<file path="config.mk">
export PLATFORM = sky130hd
export DESIGN_NAME = xm_ovf_stage_flat
export DESIGN_NICKNAME = d
export VERILOG_FILES = /design/src/rtl/xm_ovf_stage_pkg.sv /design/src/rtl/xm_ovf_stage_if.sv /design/src/rtl/xm_ovf_stage_sat_counter.sv /design/src/rtl/xm_ovf_stage.sv /design/src/flat_wrapper.sv
export SDC_FILE = /design/constraint.sdc
export NUM_CORES = 1
export LEC_CHECK = 0
export ABC_AREA = 1
export ABC_CLOCK_PERIOD_IN_PS = 3600
export CAP_MARGIN = 20
export CORE_UTILIZATION = 30
export CTS_CLUSTER_SIZE = 24
export DETAILED_ROUTE_END_ITERATION = 10
export SLEW_MARGIN = 5
export SYNTH_ARGS = -nofsm -noshare
export SYNTH_HDL_FRONTEND = slang
export SYNTH_SLANG_ARGS = --single-unit
</file>
<file path="constraint.sdc">
create_clock -name clock -period 3.6 [get_ports clock]
set_input_delay 0.72 -clock clock [delete_from_list [all_inputs] [get_ports clock]]
set_output_delay 0.72 -clock clock [all_outputs]
set_load 0.03 [all_outputs]
</file>
<file path="src/rtl/xm_ovf_stage_pkg.sv">
// Shared definitions for the execute->memory overflow stage: op classes,
// overflow status codes and the status register index.
package xm_ovf_stage_pkg;

  typedef enum logic [1:0] {
    OpOther = 2'b00,
    OpAdd   = 2'b01,
    OpAddi  = 2'b10,
    OpSub   = 2'b11
  } op_class_e;

  localparam logic [1:0] CodeAdd  = 2'd1;
  localparam logic [1:0] CodeAddi = 2'd2;
  localparam logic [1:0] CodeSub  = 2'd3;

  localparam int unsigned StatusRegIdx = 30;

  function automatic logic [1:0] ovf_code(op_class_e op);
    logic [1:0] code;
    code = 2'd0;
    unique case (op)
      OpAdd:   code = CodeAdd;
      OpAddi:  code = CodeAddi;
      OpSub:   code = CodeSub;
      default: code = 2'd0;
    endcase
    return code;
  endfunction

endpackage

</file>
<file path="src/rtl/xm_ovf_stage_if.sv">
// Execute-side inputs and memory-side outputs of the overflow stage.
// The master modport drives the stage; the slave modport is the stage itself.
interface xm_ovf_stage_if #(
  parameter int unsigned DATA_W = 32,
  parameter int unsigned REG_W  = 5,
  parameter int unsigned CNT_W  = 8
);
  logic              in_valid;
  logic              in_stall;
  logic              in_flush;
  logic [DATA_W-1:0] alu_result;
  logic              alu_ovf;
  logic [1:0]        op_class;
  logic [REG_W-1:0]  rd;
  logic              rd_we;
  logic              exc_clear;

  logic              out_valid;
  logic [DATA_W-1:0] out_result;
  logic [REG_W-1:0]  out_rd;
  logic              out_we;
  logic              out_exc;
  logic              exc_sticky;
  logic [CNT_W-1:0]  exc_count;

  modport master (
    output in_valid, in_stall, in_flush, alu_result, alu_ovf, op_class, rd, rd_we, exc_clear,
    input  out_valid, out_result, out_rd, out_we, out_exc, exc_sticky, exc_count
  );

  modport slave (
    input  in_valid, in_stall, in_flush, alu_result, alu_ovf, op_class, rd, rd_we, exc_clear,
    output out_valid, out_result, out_rd, out_we, out_exc, exc_sticky, exc_count
  );
endinterface

</file>
<file path="src/rtl/xm_ovf_stage_sat_counter.sv">
// Saturating up-counter with synchronous reset and clear; a clear coinciding
// with an increment loads 1.
module xm_ovf_stage_sat_counter #(
  parameter int unsigned Width = 8
) (
  input  logic             clk_i,
  input  logic             rst_i,
  input  logic             clr_i,
  input  logic             inc_i,
  output logic [Width-1:0] cnt_o
);

  logic [Width-1:0] cnt_q, cnt_d;

  always_comb begin
    cnt_d = cnt_q;
    if (clr_i) begin
      cnt_d = inc_i ? Width'(1) : '0;
    end else if (inc_i && (cnt_q != '1)) begin
      cnt_d = cnt_q + Width'(1);
    end
  end

  always_ff @(posedge clk_i) begin
    if (rst_i) begin
      cnt_q <= '0;
    end else begin
      cnt_q <= cnt_d;
    end
  end

  assign cnt_o = cnt_q;

endmodule

</file>
<file path="src/rtl/xm_ovf_stage.sv">
// Execute->memory pipeline register that redirects overflowing add/addi/sub
// writebacks to the status register and tracks overflow exceptions.
module xm_ovf_stage
  import xm_ovf_stage_pkg::*;
#(
  parameter int unsigned DATA_W     = 32,
  parameter int unsigned REG_W      = 5,
  parameter int unsigned STATUS_REG = StatusRegIdx,
  parameter int unsigned CNT_W      = 8
) (
  input logic          clock,
  input logic          reset,
  xm_ovf_stage_if.slave bus_io
);

  op_class_e op;
  logic      exc;
  logic      capture;
  logic      exc_capt;

  logic              valid_q, valid_d;
  logic [DATA_W-1:0] result_q, result_d;
  logic [REG_W-1:0]  rd_q, rd_d;
  logic              we_q, we_d;
  logic              exc_q, exc_d;
  logic              sticky_q, sticky_d;

  assign op       = op_class_e'(bus_io.op_class);
  assign exc      = bus_io.in_valid & bus_io.alu_ovf & (op != OpOther);
  assign capture  = ~bus_io.in_flush & ~bus_io.in_stall;
  assign exc_capt = capture & exc;

  always_comb begin
    valid_d  = valid_q;
    result_d = result_q;
    rd_d     = rd_q;
    we_d     = we_q;
    exc_d    = exc_q;
    if (bus_io.in_flush) begin
      // Flush only kills the control bits; data fields keep their old value.
      valid_d = 1'b0;
      we_d    = 1'b0;
      exc_d   = 1'b0;
    end else if (!bus_io.in_stall) begin
      valid_d = bus_io.in_valid;
      exc_d   = exc;
      if (exc) begin
        result_d = DATA_W'(ovf_code(op));
        rd_d     = REG_W'(STATUS_REG);
        we_d     = 1'b1;
      end else begin
        result_d = bus_io.alu_result;
        rd_d     = bus_io.rd;
        we_d     = bus_io.in_valid & bus_io.rd_we & (bus_io.rd != '0);
      end
    end
  end

  always_comb begin
    sticky_d = sticky_q;
    if (bus_io.exc_clear) sticky_d = 1'b0;
    if (exc_capt)         sticky_d = 1'b1;
  end

  always_ff @(posedge clock) begin
    if (reset) begin
      valid_q  <= 1'b0;
      result_q <= '0;
      rd_q     <= '0;
      we_q     <= 1'b0;
      exc_q    <= 1'b0;
      sticky_q <= 1'b0;
    end else begin
      valid_q  <= valid_d;
      result_q <= result_d;
      rd_q     <= rd_d;
      we_q     <= we_d;
      exc_q    <= exc_d;
      sticky_q <= sticky_d;
    end
  end

  xm_ovf_stage_sat_counter #(
    .Width (CNT_W)
  ) u_exc_cnt (
    .clk_i (clock),
    .rst_i (reset),
    .clr_i (bus_io.exc_clear),
    .inc_i (exc_capt),
    .cnt_o (bus_io.exc_count)
  );

  assign bus_io.out_valid  = valid_q;
  assign bus_io.out_result = result_q;
  assign bus_io.out_rd     = rd_q;
  assign bus_io.out_we     = we_q;
  assign bus_io.out_exc    = exc_q;
  assign bus_io.exc_sticky = sticky_q;

endmodule
</file>
<file path="src/flat_wrapper.sv">
// flat-port wrapper written by rule: the top's interface ports become plain ports
module xm_ovf_stage_flat import xm_ovf_stage_pkg::*;
#(
  parameter int unsigned DATA_W     = 32,
  parameter int unsigned REG_W      = 5,
  parameter int unsigned STATUS_REG = StatusRegIdx,
  parameter int unsigned CNT_W      = 8
)
  (clock, reset, bus_io_in_valid, bus_io_in_stall, bus_io_in_flush, bus_io_alu_result, bus_io_alu_ovf, bus_io_op_class, bus_io_rd, bus_io_rd_we, bus_io_exc_clear, bus_io_out_valid, bus_io_out_result, bus_io_out_rd, bus_io_out_we, bus_io_out_exc, bus_io_exc_sticky, bus_io_exc_count);
  xm_ovf_stage_if #(.DATA_W(DATA_W), .REG_W(REG_W), .CNT_W(CNT_W)) bus_io_i ();
  input logic clock;
  input logic reset;
  input wire logic [$bits(bus_io_i.in_valid)-1:0] bus_io_in_valid;
  input wire logic [$bits(bus_io_i.in_stall)-1:0] bus_io_in_stall;
  input wire logic [$bits(bus_io_i.in_flush)-1:0] bus_io_in_flush;
  input wire logic [$bits(bus_io_i.alu_result)-1:0] bus_io_alu_result;
  input wire logic [$bits(bus_io_i.alu_ovf)-1:0] bus_io_alu_ovf;
  input wire logic [$bits(bus_io_i.op_class)-1:0] bus_io_op_class;
  input wire logic [$bits(bus_io_i.rd)-1:0] bus_io_rd;
  input wire logic [$bits(bus_io_i.rd_we)-1:0] bus_io_rd_we;
  input wire logic [$bits(bus_io_i.exc_clear)-1:0] bus_io_exc_clear;
  output wire logic [$bits(bus_io_i.out_valid)-1:0] bus_io_out_valid;
  output wire logic [$bits(bus_io_i.out_result)-1:0] bus_io_out_result;
  output wire logic [$bits(bus_io_i.out_rd)-1:0] bus_io_out_rd;
  output wire logic [$bits(bus_io_i.out_we)-1:0] bus_io_out_we;
  output wire logic [$bits(bus_io_i.out_exc)-1:0] bus_io_out_exc;
  output wire logic [$bits(bus_io_i.exc_sticky)-1:0] bus_io_exc_sticky;
  output wire logic [$bits(bus_io_i.exc_count)-1:0] bus_io_exc_count;
  assign bus_io_i.in_valid = bus_io_in_valid;
  assign bus_io_i.in_stall = bus_io_in_stall;
  assign bus_io_i.in_flush = bus_io_in_flush;
  assign bus_io_i.alu_result = bus_io_alu_result;
  assign bus_io_i.alu_ovf = bus_io_alu_ovf;
  assign bus_io_i.op_class = bus_io_op_class;
  assign bus_io_i.rd = bus_io_rd;
  assign bus_io_i.rd_we = bus_io_rd_we;
  assign bus_io_i.exc_clear = bus_io_exc_clear;
  assign bus_io_out_valid = bus_io_i.out_valid;
  assign bus_io_out_result = bus_io_i.out_result;
  assign bus_io_out_rd = bus_io_i.out_rd;
  assign bus_io_out_we = bus_io_i.out_we;
  assign bus_io_out_exc = bus_io_i.out_exc;
  assign bus_io_exc_sticky = bus_io_i.exc_sticky;
  assign bus_io_exc_count = bus_io_i.exc_count;
  xm_ovf_stage #(.DATA_W(DATA_W), .REG_W(REG_W), .STATUS_REG(STATUS_REG), .CNT_W(CNT_W)) u_core (.clock(clock), .reset(reset), .bus_io(bus_io_i));
endmodule
</file>
==> impl_metrics.tcl, run 1 <==
set metrics [dict create \
    grt_max_degree 41 \
    synth.distinct_cells 22 \
    p_leak_nw 1.176 \
    wl_per_cell_um 13.14 \
    finClkSkew_ns 0.006862 \
    finish.instance_area_sq_um 3154 \
    power_density_nw_per_um2 380.2 \
    yosysTopAreaCell "dfxtp_1" \
    clk_latency_ns 0.29 \
    port-buffer-count 95 \
    crit_fanout 6 \
    hold_buffers 0 \
    tritoncts "yes" \
    yosys_most_used_dff "dfxtp_1" \
    crit_required_ns 2.88 \
    violations "design-rule violations" \
    synth_nets 323 \
    grtUsageTotal_pct 16.23 \
    synth-seq-cells 49 \
    setup_viol 0 \
    grt-ovfl-total 0 \
    synth_seq_area_share_pct 48.10 \
    finalMaxSlewViolations 0 \
    gp_congestion 0.8287 \
    dp_hpwl_mm 4.146 \
    placed_cell_area_sq_um 3038 \
    drtPass1Iterations 8 \
    ctsResizeCount 0 \
    chipWidth_um 84.45 \
    htreeDepth 2 \
    setup_slack_ns 1.441 \
    hold_violations 0 \
    setup_tns_ns 0 \
    postRouteAntennaNets 0 \
    antenna_found_initial 0 \
    root_buffer "clkbuf_8" \
    critical-path-top-delay-family "buffers and inverters" \
    clk_pin_slew_ns 0.09 \
    initial_core_util_pct 31.58 \
    drc 7 \
    ys_top_cells_by_count "64 x nand2_1, 49 x dfxtp_1, 45 x nand3_1, 38 x a21oi_1, 20 x nor2_1" \
    synth_most_common_cell "nand2_1" \
    cts.sinks 49 \
    ir_drop_uv 274.8 \
    n_fill_cell 653 \
    crit_path_top_delay_cell "clkdlybuf4s50_1" \
    vias 2129 \
    layout-drive-gt1-share_pct 5.177 \
    arrival_ns 1.44 \
    nets 414 \
    die-height_um 84.45 \
    synth-async-reset-ratio_pct 0 \
    synth_edf_count 0 \
    syn_inst 275 \
    syn_area_sq_um 2039 \
    n_antenna_cell 0 \
    synth.area.top_cells "dfxtp_1 48%, nand2_1 12%, nand3_1 11%" \
    fin_crit_ns 2.159 \
    boundaryPins 96 \
    tightest_slew_ns 0.5847 \
    drt_iter0_drc 88 \
    area_growth_pct 54.66 \
    die_area_sq_um 7132 \
    outcome "finished, violations left" \
    synth_top_area_share_pct 48.10 \
    fin_crit_sh_pct 59.96 \
    grt_pass1_wl_mm 9.259 \
    hold_path.class "flip-flop to flip-flop" \
    final_cell_count_no_fill 444 \
    dpl.cell_count 436 \
    rsz0062_at_grt "no" \
    numCtsBuffers 5 \
    drt-total-wl_mm 5.832 \
    syn_avg_cell_area_sq_um 7.416 \
    viasPerCell 4.795 \
    crit_path_end_kind "output pin" \
    core-area_sq_um 6459 \
    max_stage_delay_ns 0.72 \
    yosys_warnings 0 \
    pre_cts_slack_ns 1.213 \
    crit_type "flip-flop to output pin" \
    row_count 29 \
    fmax_mhz 463.3 \
    maxSlewHeadroom_pct 60.90 \
    grt_pass1_vias 1913 \
    cts_setup_buffers 0 \
    cts_buffer_depth 2 \
    cp_num_buf_inv 1 \
    cp_cell_sequence "clkdlybuf4s50_1" \
    maxCapViolCount 0 \
    cp-start-kind "flip-flop" \
    fin_util_pct 48.84 \
]
==> report_power, final <==
group,leakage [nW],switching [mW],internal [mW]
combinational,0.718,0.116,0.103
sequential,0.400,0.0126,0.564
clock,0.0585,0.177,0.227
==> sequential cells by signal, summed over array words and instances (netlist names) <==
signal and flops:
u_core.bus_io.exc_sticky 1, u_core.bus_io.out_exc 1, u_core.bus_io.out_rd 5, u_core.bus_io.out_result 32
u_core.bus_io.out_valid 1, u_core.bus_io.out_we 1, u_core.u_exc_cnt.cnt_o 8
==> layout make-up <==
type	instances	area, sq um	share of cell area (%)
multi-input combinational	194	917.1	29.08
sequential	49	980.9	31.10
clock inverter	1	30.03	0.9520
inverter	18	70.07	2.221
tap	77	96.34	3.054
clock buffer	7	86.33	2.737
timing repair buffer	98	973.4	30.86
==> through the flow <==
stage          hold slack (ns)  power [mW]
6_report                0.4670       1.199
5_1_grt                 0.4857       1.250
4_1_cts                 0.4691       1.217
3_5_place_dp            0.4547      0.8102
3_3_place_gp            0.4457      0.8100
2_1_floorplan           0.5757      0.6975
==> cell families after synthesis <==
family | synth area share (%)
buf+inv | 6.932
fa+ha+maj | 0.6134
flops | 48.10
compound gates | 14.72
simple gates | 29.63
==> metal layers <==
metal,GRT usage [%],part of all wire (%),up-vias
met4,3.390,0.60,0
li1,-,-,1091
met1,22.92,46,971
met3,3.343,6.0,2
met5,0,0,-
met2,25.71,47,65
==> worst paths after layout <==
check                                                  from                          end  slack [ns]  cells past startpoint
worst max-delay path              u_core.u_exc_cnt.cnt_o[0]          bus_io_exc_count[0]        1.44                      1
worst min-delay path            u_core.bus_io.out_result[3]  u_core.bus_io.out_result[3]        0.47                      2
worst max register to register    u_core.u_exc_cnt.cnt_o[0]    u_core.u_exc_cnt.cnt_o[4]        2.14                      8
worst min register to register  u_core.bus_io.out_result[3]  u_core.bus_io.out_result[3]        0.47                      2
==> layout by cell type, fill, tap and decap left out, drive strengths merged <==
| master | count |
|---|---|
| inv | 17 |
| nor3 | 1 |
| nand2 | 67 |
| nand4 | 2 |
| nor2 | 22 |
| clkinv | 1 |
| o21bai | 1 |
| ha | 1 |
| o211ai | 2 |
| buf | 3 |
| bufinv | 1 |
| o21ai | 11 |
| a31oi | 1 |
| clkbuf | 7 |
| a21oi | 41 |
| nand3 | 45 |
| dfxtp | 49 |
| clkdlybuf4s50 | 95 |
==> worst min-delay path, stage by stage, from the launching register on <==
cell and delay [ns]:
dfxtp_1 0.32, nand2_1 0.06, a21oi_1 0.05
No activity file was read; power rests on OpenSTA's default activity.
==> run 2: changes to the inputs <==
Settings changed: ABC_CLOCK_PERIOD_IN_PS 3600 to 1900.
Clock period 3.6 ns to 1.9 ns, I/O delays scaled along.
==> impl_metrics.tcl, run 2 (synthesis gave the netlist of run 1 again) <==
set metrics [dict create \
    outcome "finished, violations left" \
    violations "design-rule violations" \
    grt_pass1_wl_mm 9.611 \
    max_stage_delay_ns 0.71 \
    fin_util_pct 49.77 \
    dp_hpwl_mm 4.238 \
    ir_drop_uv 296.1 \
    clk_pin_slew_ns 0.09 \
    grt-ovfl-total 0 \
    nets 418 \
    setup_slack_ns 0.06716 \
    postRouteAntennaNets 0 \
    vias 2111 \
    root_buffer "clkbuf_8" \
    tightest_slew_ns 0.3480 \
    fin_crit_sh_pct 96.47 \
    chipWidth_um 84.45 \
    grtUsageTotal_pct 16.96 \
    grt_max_degree 41 \
    drtPass1Iterations 7 \
    numCtsBuffers 5 \
    layout-drive-gt1-share_pct 6.199 \
    n_fill_cell 654 \
    hold_path.class "flip-flop to flip-flop" \
    die_area_sq_um 7132 \
    gp_congestion 0.7929 \
    p_leak_nw 1.241 \
    setup_viol 0 \
    reg2reg_depth 8 \
    finalMaxSlewViolations 0 \
    cp-start-kind "flip-flop" \
    layout_common_cells "93 x clkdlybuf4s50_1, 64 x nand2_1, 49 x dfxtp_1" \
    core-area_sq_um 6459 \
    boundaryPins 96 \
    maxSlewHeadroom_pct 76.73 \
    pre_cts_slack_ns 0.08653 \
    crit_required_ns 1.52 \
    drc 7 \
    n_antenna_cell 0 \
    viasPerCell 4.712 \
    final_common_cell "clkdlybuf4s50_1" \
    cp.depth 1 \
    fmax_mhz 545.6 \
    fin_crit_ns 1.833 \
    finClkSkew_ns 0.005911 \
    cp_cell_sequence "clkdlybuf4s50_1" \
    crit_path_end_kind "output pin" \
    r2r_slack_ns 0.40 \
    tritoncts "yes" \
    area_growth_pct 57.61 \
    critical-path-top-delay-family "buffers and inverters" \
    rsz0062_at_grt "no" \
    cts_buffer_depth 2 \
    crit_path_top_delay_cell "clkdlybuf4s50_1" \
    drt_iter0_drc 111 \
    initial_core_util_pct 31.58 \
    htreeDepth 2 \
    clk_latency_ns 0.30 \
    cts_setup_buffers 0 \
    power_density_nw_per_um2 714.1 \
    largest_reg_flops 32 \
    grt_pass1_vias 1924 \
    holdPathStages 2 \
    maxCapViolCount 0 \
    setup_tns_ns 0 \
    hold_violations 0 \
    crit_type "flip-flop to output pin" \
    arrival_ns 1.45 \
    row_count 29 \
    cts.sinks 49 \
    drt-total-wl_mm 5.936 \
    hold_ws_ns 0.4661 \
    port-buffer-count 95 \
    die-height_um 84.45 \
    cp_num_buf_inv 1 \
    crit_fanout 5 \
    wl_per_cell_um 13.25 \
    antenna_found_initial 0 \
]
[run 2: cell count changes in the layout (fill, tap and decap cells not counted)]
cell and delta:
buf_4 +2, dlymetal6s2s_1 +2, clkdlybuf4s50_1 -2, buf_12 +2
[run 2: report_power, final]
group          total [mW]  switching, mW  internal, mW
registers            1.09         0.0235          1.07
clock network       0.775          0.345         0.430
logic               0.428          0.222         0.206
total                2.30          0.591          1.70
[run 2: layout make-up]
type	instances	area [sq um]	area share, %
Inverter	18	70.07	2.180
Multi-Input combinational cell	194	917.1	28.53
Sequential cell	49	980.9	30.52
Clock buffer	7	86.33	2.686
Timing Repair Buffer	102	1033	32.15
Tap cell	77	96.34	2.997
Clock inverter	1	30.03	0.9342
[run 2: routing by layer]
layer	vias up	global-route usage [%]	routed length [um]
li1	1098	-	-
met1	937	23.20	2661
met2	67	26.23	2762
met3	9	3.245	398
met4	0	7.088	113
met5	-	0	0
[run 2: path summary, 6_finish.rpt]
| kind | start | endpoint |
|---|---|---|
| max | u_core.u_exc_cnt.cnt_o[1] | bus_io_exc_count[1] |
| min | u_core.bus_io.out_rd[2] | u_core.bus_io.out_rd[2] |
| max reg2reg | u_core.u_exc_cnt.cnt_o[0] | u_core.u_exc_cnt.cnt_o[3] |
| min reg2reg | u_core.bus_io.out_rd[2] | u_core.bus_io.out_rd[2] |
[run 2: worst min-delay path, stage by stage (launching register included)]
cell     delay, ns
dfxtp_1       0.32
nand2_1       0.06
a21oi_1       0.05
[run 2: per-stage QoR]
stage	cells	cell area, sq um	total power [mW]
floorplan	275	2039	1.322
global placement	440	3093	1.546
detailed placement	440	3093	1.548
CTS	448	3209	2.330
global route	448	3214	2.411
finish	448	3214	2.295
[run 2: timing repair]
| item | 4_1_cts | 5_1_grt |
|---|---|---|
| setup endpoints to repair | 0 | 2 |
| hold buffers | 0 | 0 |
| gates resized for setup | 0 | 2 |
==> run 3: changes to the inputs <==
Settings changed: CAP_MARGIN 20 to unset, REMOVE_ABC_BUFFERS set to 1.
==> impl_metrics.tcl, run 3 (synthesis gave the netlist of run 1 again) <==
set metrics [dict create \
    drt-total-wl_mm 5.601 \
    finClkSkew_ns 0.005491 \
    crit_fanout 6 \
    grtUsageTotal_pct 15.83 \
    final_common_cell "clkdlybuf4s50_1" \
    n_fill_cell 642 \
    numCtsBuffers 5 \
    rsz0062_at_grt "no" \
    tightest_slew_ns 0.3715 \
    crit_path_end_kind "output pin" \
    fmax_mhz 546.7 \
    fin_crit_ns 1.829 \
    outcome "finished, violations left" \
    critPathLaunch "u_core.u_exc_cnt.cnt_o[0]" \
    setup_tns_ns 0 \
    grt-ovfl-total 0 \
    grt_pass1_vias 1862 \
    drtPass1Iterations 7 \
    fin_total_pwr_mw 2.404 \
    postRouteAntennaNets 0 \
    power_density_nw_per_um2 748.3 \
    clk_pin_slew_ns 0.09 \
    maxCapViolCount 0 \
    crit_end "bus_io_exc_count[0]" \
    wl_met3_um 463 \
    multiInputGateArea_sq_um 917.1 \
    holdPathStages 2 \
    ir_drop_uv 283.5 \
    r2r_start "u_core.u_exc_cnt.cnt_o[0]" \
    row_count 29 \
    cp-start-kind "flip-flop" \
    chipWidth_um 84.45 \
    boundaryPins 96 \
    setup_slack_ns 0.07083 \
    violations "design-rule violations" \
    cts_buffer_depth 2 \
    gp_congestion 0.8967 \
    setup_viol 0 \
    htreeDepth 2 \
    crit_required_ns 1.52 \
    cp.depth 1 \
    fin_crit_sh_pct 96.27 \
    finalMaxSlewViolations 0 \
    layout-drive-gt1-share_pct 6.720 \
    crit_path_top_delay_cell "clkdlybuf4s50_1" \
    r2r_slack_ns 0.43 \
    layout_common_cells "95 x clkdlybuf4s50_1, 64 x nand2_1, 49 x dfxtp_1" \
    crit_type "flip-flop to output pin" \
    cts.sinks 49 \
    root_buffer "clkbuf_8" \
    finish.instance_area_sq_um 3213 \
    hold_buffers 0 \
    initial_core_util_pct 31.58 \
    core-area_sq_um 6459 \
    placed_cell_area_sq_um 3075 \
    port-buffer-count 95 \
    die_area_sq_um 7132 \
    max_stage_delay_ns 0.71 \
    dp_hpwl_mm 4.175 \
    wl_per_cell_um 12.47 \
    pre_cts_slack_ns 0.06033 \
    top_layer "met4" \
    die-height_um 84.45 \
    drt_iter0_drc 137 \
    grt_max_degree 36 \
    hold_violations 0 \
    r2r_end "u_core.u_exc_cnt.cnt_o[4]" \
    viasPerCell 4.697 \
    critical-path-top-delay-family "buffers and inverters" \
    n_antenna_cell 0 \
    nets 419 \
    seq_area_sq_um 980.9 \
    grt_pass1_wl_mm 8.942 \
    tritoncts "yes" \
    antenna_found_initial 0 \
    cts_setup_buffers 0 \
    arrival_ns 1.45 \
    clk_latency_ns 0.30 \
    largest_reg_flops 32 \
    drc 8 \
    area_growth_pct 57.55 \
    reg2reg_depth 8 \
    wl_met1_mm 2.646 \
    cp_cell_sequence "clkdlybuf4s50_1" \
    maxSlewHeadroom_pct 75.16 \
    ctsResizeCount 0 \
    cp_num_buf_inv 1 \
    p_leak_nw 1.209 \
    hold_path.class "flip-flop to flip-flop" \
    vias 2109 \
    wl_met2_mm 2.432 \
    hold_ws_ns 0.4592 \
]
==> run 3: worst min-delay path by stage <==
stage / startpoint / endpoint
after global routing: u_core.bus_io.exc_sticky / u_core.bus_io.exc_sticky
after CTS: u_core.bus_io.exc_sticky / u_core.bus_io.exc_sticky
after floorplan: reset / u_core.u_exc_cnt.cnt_o[3]
final: u_core.bus_io.exc_sticky / u_core.bus_io.exc_sticky
after global placement: u_core.bus_io.exc_sticky / u_core.bus_io.exc_sticky
after detailed placement: u_core.bus_io.exc_sticky / u_core.bus_io.exc_sticky
==> run 3: through the flow <==
step	util [%]	std cells
2_1_floorplan	-	261
3_3_place_gp	47.62	441
3_5_place_dp	47.62	441
4_1_cts	49.75	449
5_1_grt	49.75	449
6_report	49.75	449
==> run 3: tightest hold or removal path, cell delays in order (launching register included) <==
cell and delay, ns:
dfxtp_1 0.32, nand2_1 0.06, nand2_1 0.04
==> run 3: cell type report <==
cell class | instances | share of cell area, %
multi-input cells | 194 | 28.54
well taps | 77 | 2.998
inverters | 18 | 2.181
clock inverters | 3 | 2.142
flip-flops and latches | 49 | 30.53
clock buffers | 5 | 2.142
repair buffers | 103 | 31.46
==> run 3: where the power goes <==
part | switching [mW] | total, mW | internal, mW
combinational | 0.220 | 0.423 | 0.202
sequential | 0.0246 | 1.09 | 1.07
clock | 0.358 | 0.888 | 0.530
==> run 3: routing by layer <==
metal	up-vias	track usage (%)
met4	0	5.239
li1	1100	-
met2	69	24.29
met5	-	0
met1	935	21.55
met3	5	4.425
